**src/rtl/comparator_tester_pkg.sv**
```systemverilog
// Shared types and sizes for the exhaustive 2-bit comparator tester.
// The state enum is also exported on the debug port so checkers can bind to it.
package comparator_tester_pkg;

    localparam int NUM_VECTORS = 16;
    localparam int IDX_W       = 4;
    localparam int ERR_W       = 5;
    localparam int CNT_W       = 4;

    typedef enum logic [2:0] {
        ST_IDLE   = 3'd0,
        ST_DRIVE  = 3'd1,
        ST_SETTLE = 3'd2,
        ST_CHECK  = 3'd3,
        ST_DONE   = 3'd4
    } state_e;

endpackage

```
**src/rtl/comparator_tester_ref.sv**
```systemverilog
// Golden model of a 2-bit magnitude comparator; supplies the expected
// response for the vector currently held on b/a.
module comparator_ref (
    input  logic [1:0] b_i,
    input  logic [1:0] a_i,
    output logic       exp_b_gt_o,
    output logic       exp_b_a_eq_o,
    output logic       exp_a_gt_o
);

    assign exp_b_gt_o   = (b_i > a_i);
    assign exp_b_a_eq_o = (b_i == a_i);
    assign exp_a_gt_o   = (a_i > b_i);

endmodule

```
**src/rtl/comparator_tester.sv**
```systemverilog
// Drives all 16 {b,a} vectors into an external 2-bit comparator, waits a
// settle time per vector, and tallies mismatching responses.
module comparator_tester
    import comparator_tester_pkg::*;
#(
    parameter int SETTLE_CYCLES = 2
) (
    input  logic             clk,
    input  logic             rst_n,
    input  logic             start,
    output logic [1:0]       b,
    output logic [1:0]       a,
    input  logic             b_gt,
    input  logic             b_a_eq,
    input  logic             a_gt,
    output logic             busy,
    output logic             done,
    output logic             pass,
    output logic [ERR_W-1:0] err_cnt,
    output logic [IDX_W-1:0] first_fail,
    output state_e           dbg_state
);

    state_e             state_q, state_d;
    logic [IDX_W-1:0]   idx_q, idx_d;
    logic [CNT_W-1:0]   cnt_q, cnt_d;
    logic [ERR_W-1:0]   err_q, err_d;
    logic [IDX_W-1:0]   ff_q, ff_d;
    logic [1:0]         b_q, b_d, a_q, a_d;
    logic               exp_b_gt, exp_b_a_eq, exp_a_gt;
    logic               mismatch;
    logic               last_vec;

    comparator_ref u_ref (
        .b_i          (b_q),
        .a_i          (a_q),
        .exp_b_gt_o   (exp_b_gt),
        .exp_b_a_eq_o (exp_b_a_eq),
        .exp_a_gt_o   (exp_a_gt)
    );

    assign mismatch = ({b_gt, b_a_eq, a_gt} != {exp_b_gt, exp_b_a_eq, exp_a_gt});
    assign last_vec = (idx_q == IDX_W'(NUM_VECTORS - 1));

    always_ff @(posedge clk or negedge rst_n) begin
        if (!rst_n) begin
            state_q <= ST_IDLE;
            idx_q   <= '0;
            cnt_q   <= '0;
            err_q   <= '0;
            ff_q    <= '0;
            b_q     <= '0;
            a_q     <= '0;
        end else begin
            state_q <= state_d;
            idx_q   <= idx_d;
            cnt_q   <= cnt_d;
            err_q   <= err_d;
            ff_q    <= ff_d;
            b_q     <= b_d;
            a_q     <= a_d;
        end
    end

    always_comb begin
        state_d = state_q;
        case (state_q)
            ST_IDLE:   if (start) state_d = ST_DRIVE;
            ST_DRIVE:  state_d = ST_SETTLE;
            ST_SETTLE: if (cnt_q == CNT_W'(1)) state_d = ST_CHECK;
            ST_CHECK:  state_d = last_vec ? ST_DONE : ST_DRIVE;
            ST_DONE:   if (start) state_d = ST_DRIVE;
            default:   state_d = ST_IDLE;
        endcase
    end

    // The settle counter is loaded on leaving DRIVE and counts S..1 in SETTLE.
    always_comb begin
        idx_d = idx_q;
        cnt_d = cnt_q;
        err_d = err_q;
        ff_d  = ff_q;
        b_d   = b_q;
        a_d   = a_q;
        case (state_q)
            ST_IDLE, ST_DONE: begin
                if (start) begin
                    idx_d = '0;
                    err_d = '0;
                    ff_d  = '0;
                end
            end
            ST_DRIVE: begin
                b_d   = idx_q[3:2];
                a_d   = idx_q[1:0];
                cnt_d = CNT_W'(SETTLE_CYCLES);
            end
            ST_SETTLE: cnt_d = cnt_q - CNT_W'(1);
            ST_CHECK: begin
                if (mismatch) begin
                    err_d = err_q + ERR_W'(1);
                    if (err_q == '0) ff_d = idx_q;
                end
                if (!last_vec) idx_d = idx_q + IDX_W'(1);
            end
            default: ;
        endcase
    end

    always_comb begin
        busy       = (state_q == ST_DRIVE) || (state_q == ST_SETTLE) || (state_q == ST_CHECK);
        done       = (state_q == ST_DONE);
        pass       = done && (err_q == '0);
        err_cnt    = err_q;
        first_fail = ff_q;
        b          = b_q;
        a          = a_q;
        dbg_state  = state_q;
    end

endmodule

```
**config.mk**
```make
export PLATFORM = sky130hd
export DESIGN_NAME = comparator_tester
export DESIGN_NICKNAME = d
export VERILOG_FILES = /design/src/rtl/comparator_tester_pkg.sv /design/src/rtl/comparator_tester_ref.sv /design/src/rtl/comparator_tester.sv
export SDC_FILE = /design/constraint.sdc
export NUM_CORES = 1
export LEC_CHECK = 0
export ABC_AREA = 1
export ABC_CLOCK_PERIOD_IN_PS = 2300
export BUFFER_PORTS_ARGS = -buffer_cell sky130_fd_sc_hd__buf_2
export CAP_MARGIN = 20
export CORE_ASPECT_RATIO = 1.25
export CORE_MARGIN = 2
export CORE_UTILIZATION = 54
export CTS_CLUSTER_DIAMETER = 60
export CTS_CLUSTER_SIZE = 16
export DETAILED_ROUTE_END_ITERATION = 7
export PLACE_DENSITY_LB_ADDON = 0.05
export SYNTH_ARGS = -nofsm -noshare
export SYNTH_HDL_FRONTEND = slang
export SYNTH_HIERARCHICAL = 1
export SYNTH_SLANG_ARGS = --single-unit
```
**constraint.sdc**
```tcl
create_clock -name clk -period 2.3 [get_ports clk]
set_clock_uncertainty 0.05 [all_clocks]
set_input_delay 0.23 -clock clk [delete_from_list [all_inputs] [get_ports clk]]
set_output_delay 0.23 -clock clk [all_outputs]
set_load 0.01 [all_outputs]
```
# Yosys cells after proc, flatten, opt, wreduce, memory -nomap -nowiden
# Index checks and enable logic that the tools add are counted.
# Widths: inputs -> output; s select.
# word_totals
register_bits	24
latch_bits	0
rom_bits	0
input_bits	6
ram_bits	0
memories	0
# op_classes
n_div	0
eq_ne	13
bitwise	0
shift	0
order_cmp	2
reduce_logical	12
n_mul	0
add_sub_neg	3
muxes	14
# op_table
op	count
$pmux 4 s2	3
$mux 4	4
$pmux 3 s4	1
$mux 5	2
$pmux 5 s2	1
$mux 3	3
$ne 2x2->1 const B	4
$eq 3x2->1 const B	2
$reduce_and 3->1	2
$add 5x1->5 const B	1
$logic_not 5->1	1
$add 4x1->4 const B	1
$eq 4x1->1 const B	1
$eq 4x4->1 const B	1
$gt 2x2->1	2
$reduce_and 4->1	1
$reduce_bool 2->1	2
$sub 4x1->4 const B	1
$eq 3x1->1 const B	1
$eq 3x3->1 const B	1
$logic_not 3->1	1
$ne 3x3->1	1
$eq 2x2->1	1
$logic_or 1x1->1	2
other kinds (4)	4

# Longest topological paths before layout
# Gate-level depths: netlist of run 1.
# logic_depth
depth_word	4
depth_mapped	13
depth_no_buf	13

# Hierarchy
# The synthesis of run 1 kept the hierarchy.
# by_module_without_submodules
module	instances	cells_each	area_per_inst_um2
comparator_tester	1	160	1318.8
comparator_ref	1	11	65.1

# Worst setup path before layout of run 1
# OpenSTA, ideal clock, no wires.
# synth_timing
path_type	register -> register
from	register a_q[1] (netlist: a[1])
to	register err_q[2] (netlist: err_cnt[2])
required_ns	2.176
setup_ns	0.074
arrival_time_ns	1.560
path_buffers	0
path_stages_with_launch	13
slack_ns	0.616
cell_sequence	dfrtp_1 > ha_1 > nand2_1 > inv_1 > a21oi_2 > inv_1 > nand2_1 > nand2_1 > nor2_1 > nand2_4 > nand2_8 > nand2_1 > o21ai_2
# synth_via
elab_chain_len	4
elab_cells_between_ends	6
classes_between	order compare (2); eq/ne (3); reduce/logical (1)
# synth_lines
item	line	source
start, declared	comparator_tester.sv:29	logic [1:0] b_q, b_d, a_q, a_d;
start signal, assigned	comparator_tester.sv:53	a_q <= '0;
start signal, assigned	comparator_tester.sv:61	a_q <= a_d;
$eq 2x2->1	comparator_tester_ref.sv:12	assign exp_b_a_eq_o = (b_i == a_i);
net exp_b_a_eq	comparator_tester.sv:30	logic exp_b_gt, exp_b_a_eq, exp_a_gt;
$ne 3x3->1	comparator_tester.sv:42	assign mismatch = ({b_gt, b_a_eq, a_gt} != {exp_b_gt, exp_b_a_eq, exp_a_gt});
$ne 2x2->1 (no line)	-	
$reduce_and 3->1 (no line)	-	
end signal, assigned	comparator_tester.sv:58	err_q <= err_d;
end, declared	comparator_tester.sv:27	logic [ERR_W-1:0] err_q, err_d;
# The timed path passes the listed nets, and every way through them passes these cells.
# A chain may end at the register's enable or synchronous reset.

# Worst setup path in the final report of run 1
# Same ends and word-level chain as after synthesis.

==> results of run 1 <==
-- worst max-delay path, cell delays in order (launching register included) --
cell	delay (ps)
dfrtp_1	420
ha_1	340
nand2_1	70
inv_1	70
a21oi_2	130
inv_1	50
nand2_1	50
nand2_1	50
nor2_1	160
nand2_4	130
nand2_8	110
nand2_1	70
o21ai_2	60
-- report_power, final --
group / switching [mW] / internal [mW] / leakage (nW)
logic: 0.632 / 0.352 / 0.522
clock network: 0.128 / 0.0968 / 0.0210
registers: 0.116 / 0.544 / 0.319
total: 0.876 / 0.993 / 0.862
-- synth_stat cells (3+ instances only) --
| cell | number |
|---|---|
| nand2_1 | 42 |
| inv_1 | 25 |
| dfrtp_1 | 24 |
| nor2_1 | 15 |
| o21ai_0 | 11 |
| nand3_1 | 8 |
| a21oi_1 | 7 |
| ha_1 | 7 |
| nand4_1 | 5 |
| o21ai_1 | 4 |
| inv_2 | 3 |
| nand2_4 | 3 |
-- kinds of logic after synthesis --
family,share of synthesized area [%]
simple gates,30.47
compound gates,10.31
buf+inv,8.228
fa+ha+maj,6.329
xor+xnor,1.266
flops,43.40
-- how the worst min path moves through the flow --
stage          slack, ps           end  startpoint
3_3_place_gp         180      cnt_q[0]       rst_n
3_5_place_dp         200      cnt_q[1]       rst_n
5_1_grt              310  dbg_state[0]       start
4_1_cts              260  dbg_state[0]       start
6_report             260  dbg_state[0]       start
2_1_floorplan       -120          a[0]       rst_n
-- stage by stage --
step / cell area (um^2) / std cells
final: 1592 / 233
after CTS: 1592 / 233
after detailed placement: 1545 / 228
after global placement: 1545 / 228
after global routing: 1592 / 233
after floorplan: 1384 / 171
-- sequential cells by signal, indices dropped and copies added, names as in the netlist --
register / flops
cnt_q: 4
a: 2
b: 2
first_fail: 4
idx_q: 4
err_cnt: 5
dbg_state: 3
-- layout by cell type, fill, tap and decap left out, types with 2 or more instances in the layout --
cell,synthesis,routed
a21oi_1,7,7
a21oi_2,2,2
buf_2,0,24
clkbuf_4,0,3
dfrtp_1,24,24
ha_1,7,7
inv_1,25,25
inv_2,3,3
nand2_1,42,42
nand2_2,2,2
nand2_4,3,3
nand3_1,8,8
nand3_4,2,2
nand4_1,5,5
nor2_1,15,15
o21ai_0,11,11
o21ai_1,4,4
or2_2,2,2
-- routing by layer --
metal  share of wire (%)  vias to the layer above  track usage (%)
met4                 1.4                        0            7.755
met2                  51                       30            36.29
met5                   0                        -                0
li1                    -                      600                -
met1                  45                      532            22.33
met3                 3.0                        5            1.724
-- cell type report --
type,instances,area share (%)
Timing Repair Buffer,25,8.176
Clock buffer,4,2.280
Multi-Input combinational cell,118,42.06
Tap cell,33,2.594
Inverter,29,7.154
Sequential cell,24,37.74
==> flow_summary.json, run 1 <==
{
  "first_pass_iters": 4,
  "num_antenna_cells": 0,
  "fin_crit_ps": 1818,
  "die-area_um2": 2986,
  "cts_sinks": 24,
  "nets": 214,
  "worst_slack_ps": 482.1,
  "setup_violations": 0,
  "holdPathStages": 5,
  "max-vdd-ir-drop_uv": 939.3,
  "post-route-period-util_pct": 79.04,
  "die_y_um": 60.60,
  "area_growth_syn_to_layout_pct": 15.01,
  "wl_per_cell_um": 11.18,
  "io_pins": 25,
  "drt_iter0_drc": 21,
  "fmax_mhz": 550.1,
  "grt_max_degree": 25,
  "start_util_pct": 57.01,
  "layout-drive-gt1-share_pct": 23.50,
  "io_buffer_count": 24,
  "num-fill-cells": 229,
  "arrival_ps": 2020,
  "globalplace.congestion": 0.8833,
  "required_ps": 2500,
  "yosys.cell_types.count": 25,
  "clk_latency_ps": 310,
  "ys_top_cells_by_area": "dfrtp_1 (43%), nand2_1 (11%), inv_1 (6.8%)",
  "cts_hold_buf": 1,
  "post-route-util_pct": 65.57,
  "p_total_mw": 1.868,
  "worst_slew_pin_slew_ps": 534.0,
  "rsz0062_at_grt": "no",
  "synth_edf_count": 0,
  "netlist_instances": 171,
  "syn-num-nets": 184,
  "grt_overflow": 0,
  "core_um2": 2427,
  "power.density_nw_per_um2": 1174,
  "async_reset_ff_share_pct": 100.0,
  "outcome": "completed",
  "yosysTopAreaCell": "dfrtp_1",
  "clkSlewWorstSetupHoldPaths_ps": 130,
  "endpoint": "err_cnt[2]",
  "maxSlewViolCount": 0,
  "clk_path_buf_depth": 2,
  "power_leakage_nw": 0.8624,
  "fin_setup_tns_ps": 0,
  "reg2reg_depth": 12,
  "seq_area_frac_synth_pct": 43.40,
  "cts_tree": "built",
  "multi_input_area_um2": 669.4,
  "grt_pass1_wl_um": 4422,
  "worstSetupPathType": "reg2reg",
  "r2r_slack_ps": 480,
  "r2r_start": "a[1]",
  "antenna_found_initial": 0,
  "place_ws_ps": 521.0,
  "synth_top_area_share_pct": 43.40,
  "grt_pass1_vias": 1091,
  "yosys_warnings": 6,
  "cts_resized": 0,
  "synth_area_um2": 1384,
  "worstReg2RegEnd": "err_cnt[2]",
  "crit_path_max_fanout": 10,
  "synth_area_per_cell_um2": 8.093,
  "die_width_um": 49.28,
  "drc": 0,
  "start_kind": "register",
  "postRouteAntennaNets": 0,
  "end_kind": "register",
  "via_per_inst": 5.009,
  "synth_seq_cells": 24,
  "hold_slack_ps": 256.2,
  "register_area_um2": 600.6,
  "h-tree-depth": 1,
  "cts_setup_buffers": 0,
  "grt_use_total_pct": 19.07,
  "wl_um": 2606,
  "maxCapViolations": 0,
  "hpwl_um": 1997,
  "synth_flop_cell": "dfrtp_1",
  "min_path_type": "in2reg",
  "hold_viol": 0,
  "cts_buffers": 3,
  "rows": 20,
  "cts_root_buf": "clkbuf_4",
  "vias": 1167,
  "slew_headroom_pct": 64.40,
  "startpoint": "a[1]"
}
(Power assumes the default switching activity.)
==> run 2, diff against run 1 <==
Settings changed: ABC_AREA 1 to 0, ABC_CLOCK_PERIOD_IN_PS 2300 to 1760.
Clock period 2.3 ns to 1.76 ns, I/O delays scaled along.
==> run 2 against run 1 <==
Core utilization rose by 11 points. Worst hold slack improved by 37 ps. First-iteration DRC count fell by 4.8%. Sequential power rose by 24%. Die area fell by 2.7%. Combinational power rose by 96%. Register-to-register slack got worse by 660 ps. The flow now finishes with violations (setup timing). Synthesized area fell by 2.9%. Highest routed layer unchanged. Clock power rose by 33%. Maximum frequency fell by 6.3%.
==> flow_summary.json, run 2 <==
{
  "comb_power_share_pct": 63.3,
  "slew_headroom_pct": 63.87,
  "cts_root_buf": "clkbuf_4",
  "grt_pass1_wl_um": 5664,
  "required_ps": 1940,
  "yosysTopAreaCell": "dfrtp_1",
  "power.density_nw_per_um2": 1655,
  "rsz0062_at_grt": "yes",
  "clkSlewWorstSetupHoldPaths_ps": 130,
  "synth_area_um2": 1344,
  "grt_max_degree": 25,
  "layout-drive-gt1-share_pct": 43.72,
  "largest_reg_flops": 5,
  "post-route-util_pct": 76.61,
  "crit_cells": 9,
  "synth.most_common_cell": "dfrtp_1",
  "startpoint": "b[1]",
  "intPower_mw": 1.751,
  "hold_viol": 0,
  "globalplace.congestion": 0.8422,
  "synth_flop_cell": "dfrtp_1",
  "rows": 20,
  "fin_setup_tns_ps": -1568,
  "die-area_um2": 2906,
  "h-tree-depth": 1,
  "endpoint": "first_fail[2]",
  "grt_pass1_vias": 1231,
  "worstSetupPathType": "reg2reg",
  "seq_area_frac_synth_pct": 44.69,
  "async_reset_ff_share_pct": 100.0,
  "nets": 197,
  "die_y_um": 59.78,
  "worstReg2RegEnd": "first_fail[2]",
  "place_ws_ps": -245.7,
  "synth_area_per_cell_um2": 9.954,
  "hpwl_um": 2422,
  "clk_latency_ps": 330,
  "grt_use_total_pct": 26.01,
  "wl_um": 3458,
  "ys_top_cells_by_area": "dfrtp_1 (45%), ha_1 (6.5%), a21oi_1 (3.7%)",
  "netlist_instances": 135,
  "start_kind": "register",
  "yosys.cell_types.count": 39,
  "area_growth_syn_to_layout_pct": 36.96,
  "power_leakage_nw": 0.9334,
  "cp_cell_sequence": "inv_2 > ha_4 > and2_4 > a21oi_4 > xnor2_2 > buf_4 > a31oi_4 > buf_6 > a32o_1",
  "reg2reg_depth": 9,
  "crit_family": "compound AO/OA/AOI/OAI gates",
  "via_per_inst": 5.648,
  "cts_tree": "built",
  "yosys_warnings": 6,
  "drc": 0,
  "syn-num-nets": 148,
  "antenna_found_initial": 0,
  "cts_sinks": 24,
  "num_antenna_cells": 0,
  "p_switching_mw": 1.294,
  "setup_violations": 10,
  "maxSlewViolCount": 0,
  "start_util_pct": 55.94,
  "fin_crit_ps": 1941,
  "finalNonFillerCells": 216,
  "r2r_slack_ps": -180,
  "slowest_delay_ps": 410,
  "io_pins": 25,
  "max-vdd-ir-drop_uv": 944.5,
  "synth_seq_cells": 24,
  "wl_per_cell_um": 16.01,
  "synth_top_area_share_pct": 44.69,
  "num-fill-cells": 172,
  "postRouteAntennaNets": 0,
  "min_path_type": "in2async",
  "core_um2": 2402,
  "grt_overflow": 0,
  "synth_common_cells": "dfrtp_1 (24), nor2_1 (11), a21oi_1 (10), inv_1 (10), o21ai_0 (9)",
  "die_width_um": 48.62,
  "outcome": "complete, but fails checks",
  "r2r_start": "b[1]",
  "vias": 1220,
  "path_buf_inv": 3,
  "dp_cells": 204,
  "cts_buffers": 3,
  "end_kind": "register",
  "io_buffer_count": 24,
  "power.share.clock_pct": 9.8,
  "worst_slack_ps": -180.6,
  "synth_edf_count": 0,
  "clk_path_buf_depth": 2,
  "cpMaxStageDelayCell": "dfrtp_1",
  "arrival_ps": 2120,
  "worst_slew_pin_slew_ps": 542.0,
  "maxCapViolations": 0,
  "drt_iter0_drc": 20,
  "fmax_mhz": 515.3,
  "layout_common_cells": "dfrtp_1 (23), buf_2 (23), buf_4 (20)",
  "swShare_pct": 42.50,
  "crit_path_max_fanout": 3,
  "violations": "setup timing",
  "first_pass_iters": 4,
  "p_seq_share_pct": 26.8,
  "post-route-period-util_pct": 110.3
}
-- run 2: cell type report --
cell class	count	area, um^2	share of cell area [%]
flip-flops and latches	24	601.8	32.70
well taps	33	41.29	2.243
clock buffers	4	36.28	1.971
multi-input cells	96	793.3	43.10
inverters	10	37.54	2.039
repair buffers	49	330.3	17.95
-- run 2: worst min-delay path by stage --
| stage | endpoint | slack [ps] | depth (start not counted) |
|---|---|---|---|
| 2_1_floorplan | a[0] | -170 | 0 |
| 3_3_place_gp | err_cnt[3] | 130 | 1 |
| 3_5_place_dp | dbg_state[2] | 140 | 1 |
| 4_1_cts | dbg_state[2] | 320 | 2 |
| 5_1_grt | err_cnt[3] | 350 | 2 |
| 6_report | dbg_state[2] | 290 | 2 |
-- run 2: worst register-to-register path: cells and delay by family, from the launching register on --
| family | cells | cell delay, ps |
|---|---|---|
| buffers and inverters | 3 | 370 |
| flip-flops | 1 | 410 |
| adder cells (fa/ha/maj) | 1 | 210 |
| AO/OA/AOI/OAI | 3 | 480 |
| XOR/XNOR | 1 | 140 |
| AND/OR/NAND/NOR | 1 | 180 |
-- run 2: cells by family (layout without fill, tap and decap cells) --
kind of cell / after synthesis / count (layout) / share of synthesized area, %
simple gates: 42 / 42 / 18.06
buf+inv: 15 / 63 / 4.562
xor+xnor: 4 / 4 / 2.607
mux: 4 / 4 / 3.352
fa+ha+maj: 7 / 7 / 6.517
compound gates: 39 / 39 / 20.21
flops: 24 / 24 / 44.69
-- run 2: metal layers --
| layer | GRT usage, % | part of all wire (%) | vias to the layer above |
|---|---|---|---|
| met5 | 0 | 0 | - |
| met4 | 13.47 | 3.1 | 0 |
| met3 | 2.250 | 2.8 | 11 |
| met2 | 49.90 | 52 | 34 |
| met1 | 28.90 | 42 | 588 |
| li1 | - | - | 587 |
-- run 2: power by group through the flow --
| stage | clock, mW | combinational [mW] | sequential [mW] |
|---|---|---|---|
| 4_1_cts | 0.299 | 1.83 | 0.815 |
| 2_1_floorplan | 0 | 1.03 | 0.877 |
| 3_3_place_gp | 0 | 1.57 | 0.814 |
| 5_1_grt | 0.321 | 2.10 | 0.837 |
| 6_report | 0.300 | 1.93 | 0.818 |
| 3_5_place_dp | 0 | 1.64 | 0.823 |
-- run 2: stage by stage --
stage                     hold slack (ps)  power [mW]  instance area, um^2
final                               293.6       3.046                 1841
after global routing                353.5       3.260                 1841
after CTS                           321.4       2.945                 1802
after detailed placement            139.9       2.462                 1657
after global placement              131.4       2.379                 1657
after floorplan                    -169.6       1.907                 1391
-- run 2: what timing repair did --
action                                  4_1_cts  5_1_grt
hold buffers                                  2        0
endpoints found under the setup margin       10       13
endpoints found under the hold margin        25        0
pin swaps                                     8        8
gates resized for setup                      12        8
setup buffers                                 5        1
==> run 3, diff against run 2 <==
Settings changed: ABC_AREA 0 to 1, CORE_ASPECT_RATIO 1.25 to unset, HOLD_SLACK_MARGIN set to 0.08.
==> run 3 against run 2 <==
The run now ends clean. Sequential cell count unchanged. First-iteration DRC count up 50%. Critical path depth up 3. Combinational power down 25%. Maximum frequency up 12%. Design area down 9.4%. Sequential share of layout area up 3.3 points. Count of clock-buffer cells in the layout unchanged.
==> flow_summary.json, run 3 (synthesized netlist as in run 1, its figures left out) <==
{
  "outcome": "completed",
  "crit_family": "simple AND/OR/NAND/NOR gates",
  "io_pins": 25,
  "rsz0062_at_grt": "yes",
  "core_um2": 2455,
  "use_met3_pct": 2.459,
  "clk_path_buf_depth": 2,
  "fin_area_um2": 1668,
  "end_kind": "register",
  "cts_buffers": 3,
  "nets": 218,
  "grt_util_met1_pct": 26.08,
  "crit_path_max_fanout": 7,
  "slowest_delay_ps": 440,
  "first_pass_iters": 4,
  "hold_viol": 0,
  "arrival_ps": 1930,
  "drc": 0,
  "r2r_slack_ps": 20,
  "cts_sinks": 24,
  "layout_commonest_cell": "nand2_1",
  "path_buf_inv": 2,
  "grt_max_degree": 25,
  "hold_end": "dbg_state[0]",
  "fmax_mhz": 575.6,
  "holdPathStages": 5,
  "worst_slew_pin_slew_ps": 544.9,
  "maxSlewViolCount": 0,
  "grt-busiest-layer": "met2",
  "start_util_pct": 56.37,
  "globalplace.congestion": 0.8348,
  "p_switching_mw": 1.229,
  "place_ws_ps": 3.582,
  "cts_tree": "built",
  "via_per_inst": 5.009,
  "cp_common_cell": "nand2_1",
  "comb_power_share_pct": 55.6,
  "io_buffer_count": 24,
  "grt_pass1_vias": 1002,
  "fin_crit_ps": 1737,
  "vias": 1172,
  "grt_use_total_pct": 19.92,
  "cp_cell_sequence": "ha_4 > nand2_1 > inv_2 > a21oi_2 > inv_1 > nand2_1 > nand2_1 > nor2_2 > nand2_4 > nand2_8 > nand2_2 > o21ai_1",
  "clk_latency_ps": 310,
  "cts_root_buf": "clkbuf_4",
  "power.density_nw_per_um2": 1553,
  "power.share.clock_pct": 11.3,
  "worst_slack_ps": 22.65,
  "min_from": "start",
  "num_antenna_cells": 0,
  "post_dp_cell_area_um2": 1541,
  "worstReg2RegEnd": "err_cnt[3]",
  "die_width_um": 54.62,
  "maxCapViolations": 0,
  "layout-drive-gt1-share_pct": 31.86,
  "power_leakage_nw": 0.8966,
  "wl_per_cell_um": 11.57,
  "cpMaxStageDelayCell": "dfrtp_1",
  "drt_iter0_drc": 30,
  "postRouteAntennaNets": 0,
  "grt_overflow": 0,
  "h-tree-depth": 1,
  "hold_slack_ps": 207.2,
  "slew_headroom_pct": 63.67,
  "crit_cells": 12,
  "p_seq_share_pct": 33.1,
  "layout_common_cells": "nand2_1 (35), dfrtp_1 (24), buf_2 (24)",
  "antenna_found_initial": 0,
  "hpwl_um": 1981,
  "reg2reg_depth": 12,
  "intPower_mw": 1.362,
  "swShare_pct": 47.45,
  "grt_pass1_wl_um": 4264,
  "die_y_um": 54.62,
  "worstSetupPathType": "reg2reg",
  "post-route-period-util_pct": 98.71,
  "clkSlewWorstSetupHoldPaths_ps": 130,
  "r2r_start": "a[1]",
  "area_growth_syn_to_layout_pct": 20.52,
  "start_kind": "register",
  "min_path_type": "in2reg",
  "grtUsageMet2_pct": 33.33,
  "largest_reg_flops": 5,
  "die-area_um2": 2983,
  "num-fill-cells": 195,
  "setup_violations": 0,
  "required_ps": 1960,
  "rows": 18,
  "max-vdd-ir-drop_uv": 1035,
  "wl_um": 2707
}
==> run 3: cell count changes in the layout (fill, tap and decap cells not counted), sizes merged, moves of 4 or more <==
cell,before,now
inv,10,28
nor2,11,17
nand3,4,10
a32o,5,0
nand2,6,49
mux2,4,0
buf,47,27
o21ai,11,16
==> run 3: layer usage <==
layer | up-vias | part of all wire, %
li1 | 609 | -
met1 | 534 | 47
met2 | 27 | 48
met3 | 2 | 3.8
met4 | 0 | 0.74
met5 | - | 0
==> run 3: power groups by stage <==
stage | clock (mW) | sequential [mW] | combinational (mW)
finish | 0.292 | 0.858 | 1.44
global placement | 0 | 0.856 | 1.26
detailed placement | 0 | 0.864 | 1.31
global route | 0.320 | 0.884 | 1.65
CTS | 0.303 | 0.854 | 1.32
floorplan | 0 | 0.890 | 0.954
==> run 3: worst max-delay path by stage <==
stage                from          to  slack, ps
4_1_cts        err_cnt[0]        pass         20
3_5_place_dp         a[1]  err_cnt[4]          4
3_3_place_gp         b[1]  err_cnt[3]         70
2_1_floorplan        a[1]  err_cnt[2]         80
5_1_grt              a[0]  err_cnt[3]       -140
6_report             a[1]  err_cnt[3]         20
==> run 3: what timing repair did <==
| action | 4_1_cts | 5_1_grt |
|---|---|---|
| endpoints found under the hold margin | 24 | 0 |
| resized for setup | 1 | 13 |
| endpoints found under the setup margin | 5 | 10 |
| hold buffers | 1 | 0 |
| buffers inserted | 0 | 3 |
| pin swaps | 0 | 7 |
| gates cloned | 0 | 1 |
==> run 3: final cells by class <==
cell class | count | area, um^2 | area share, %
Tap cell | 30 | 37.54 | 2.251
Sequential cell | 24 | 600.6 | 36.01
Inverter | 29 | 113.9 | 6.827
Timing Repair Buffer | 28 | 152.6 | 9.152
Multi-Input combinational cell | 119 | 726.9 | 43.59
Clock buffer | 4 | 36.28 | 2.176
==> run 3: stage by stage <==
step	setup TNS [ps]	power (mW)	std cells	util (%)
final	0	2.591	234	67.94
after global routing	-1011	2.851	234	67.94
after CTS	0	2.478	230	64.78
after detailed placement	0	2.169	225	62.79
after global placement	0	2.116	225	62.79
after floorplan	0	1.844	171	-
==> run 3: worst reg2reg max path, stage by stage (launching register included) <==
cell and delay, ps:
dfrtp_1 440, ha_4 260, nand2_1 70, inv_2 50, a21oi_2 110, inv_1 50, nand2_1 60, nand2_1 60
nor2_2 150, nand2_4 130, nand2_8 120, nand2_2 50, o21ai_1 70
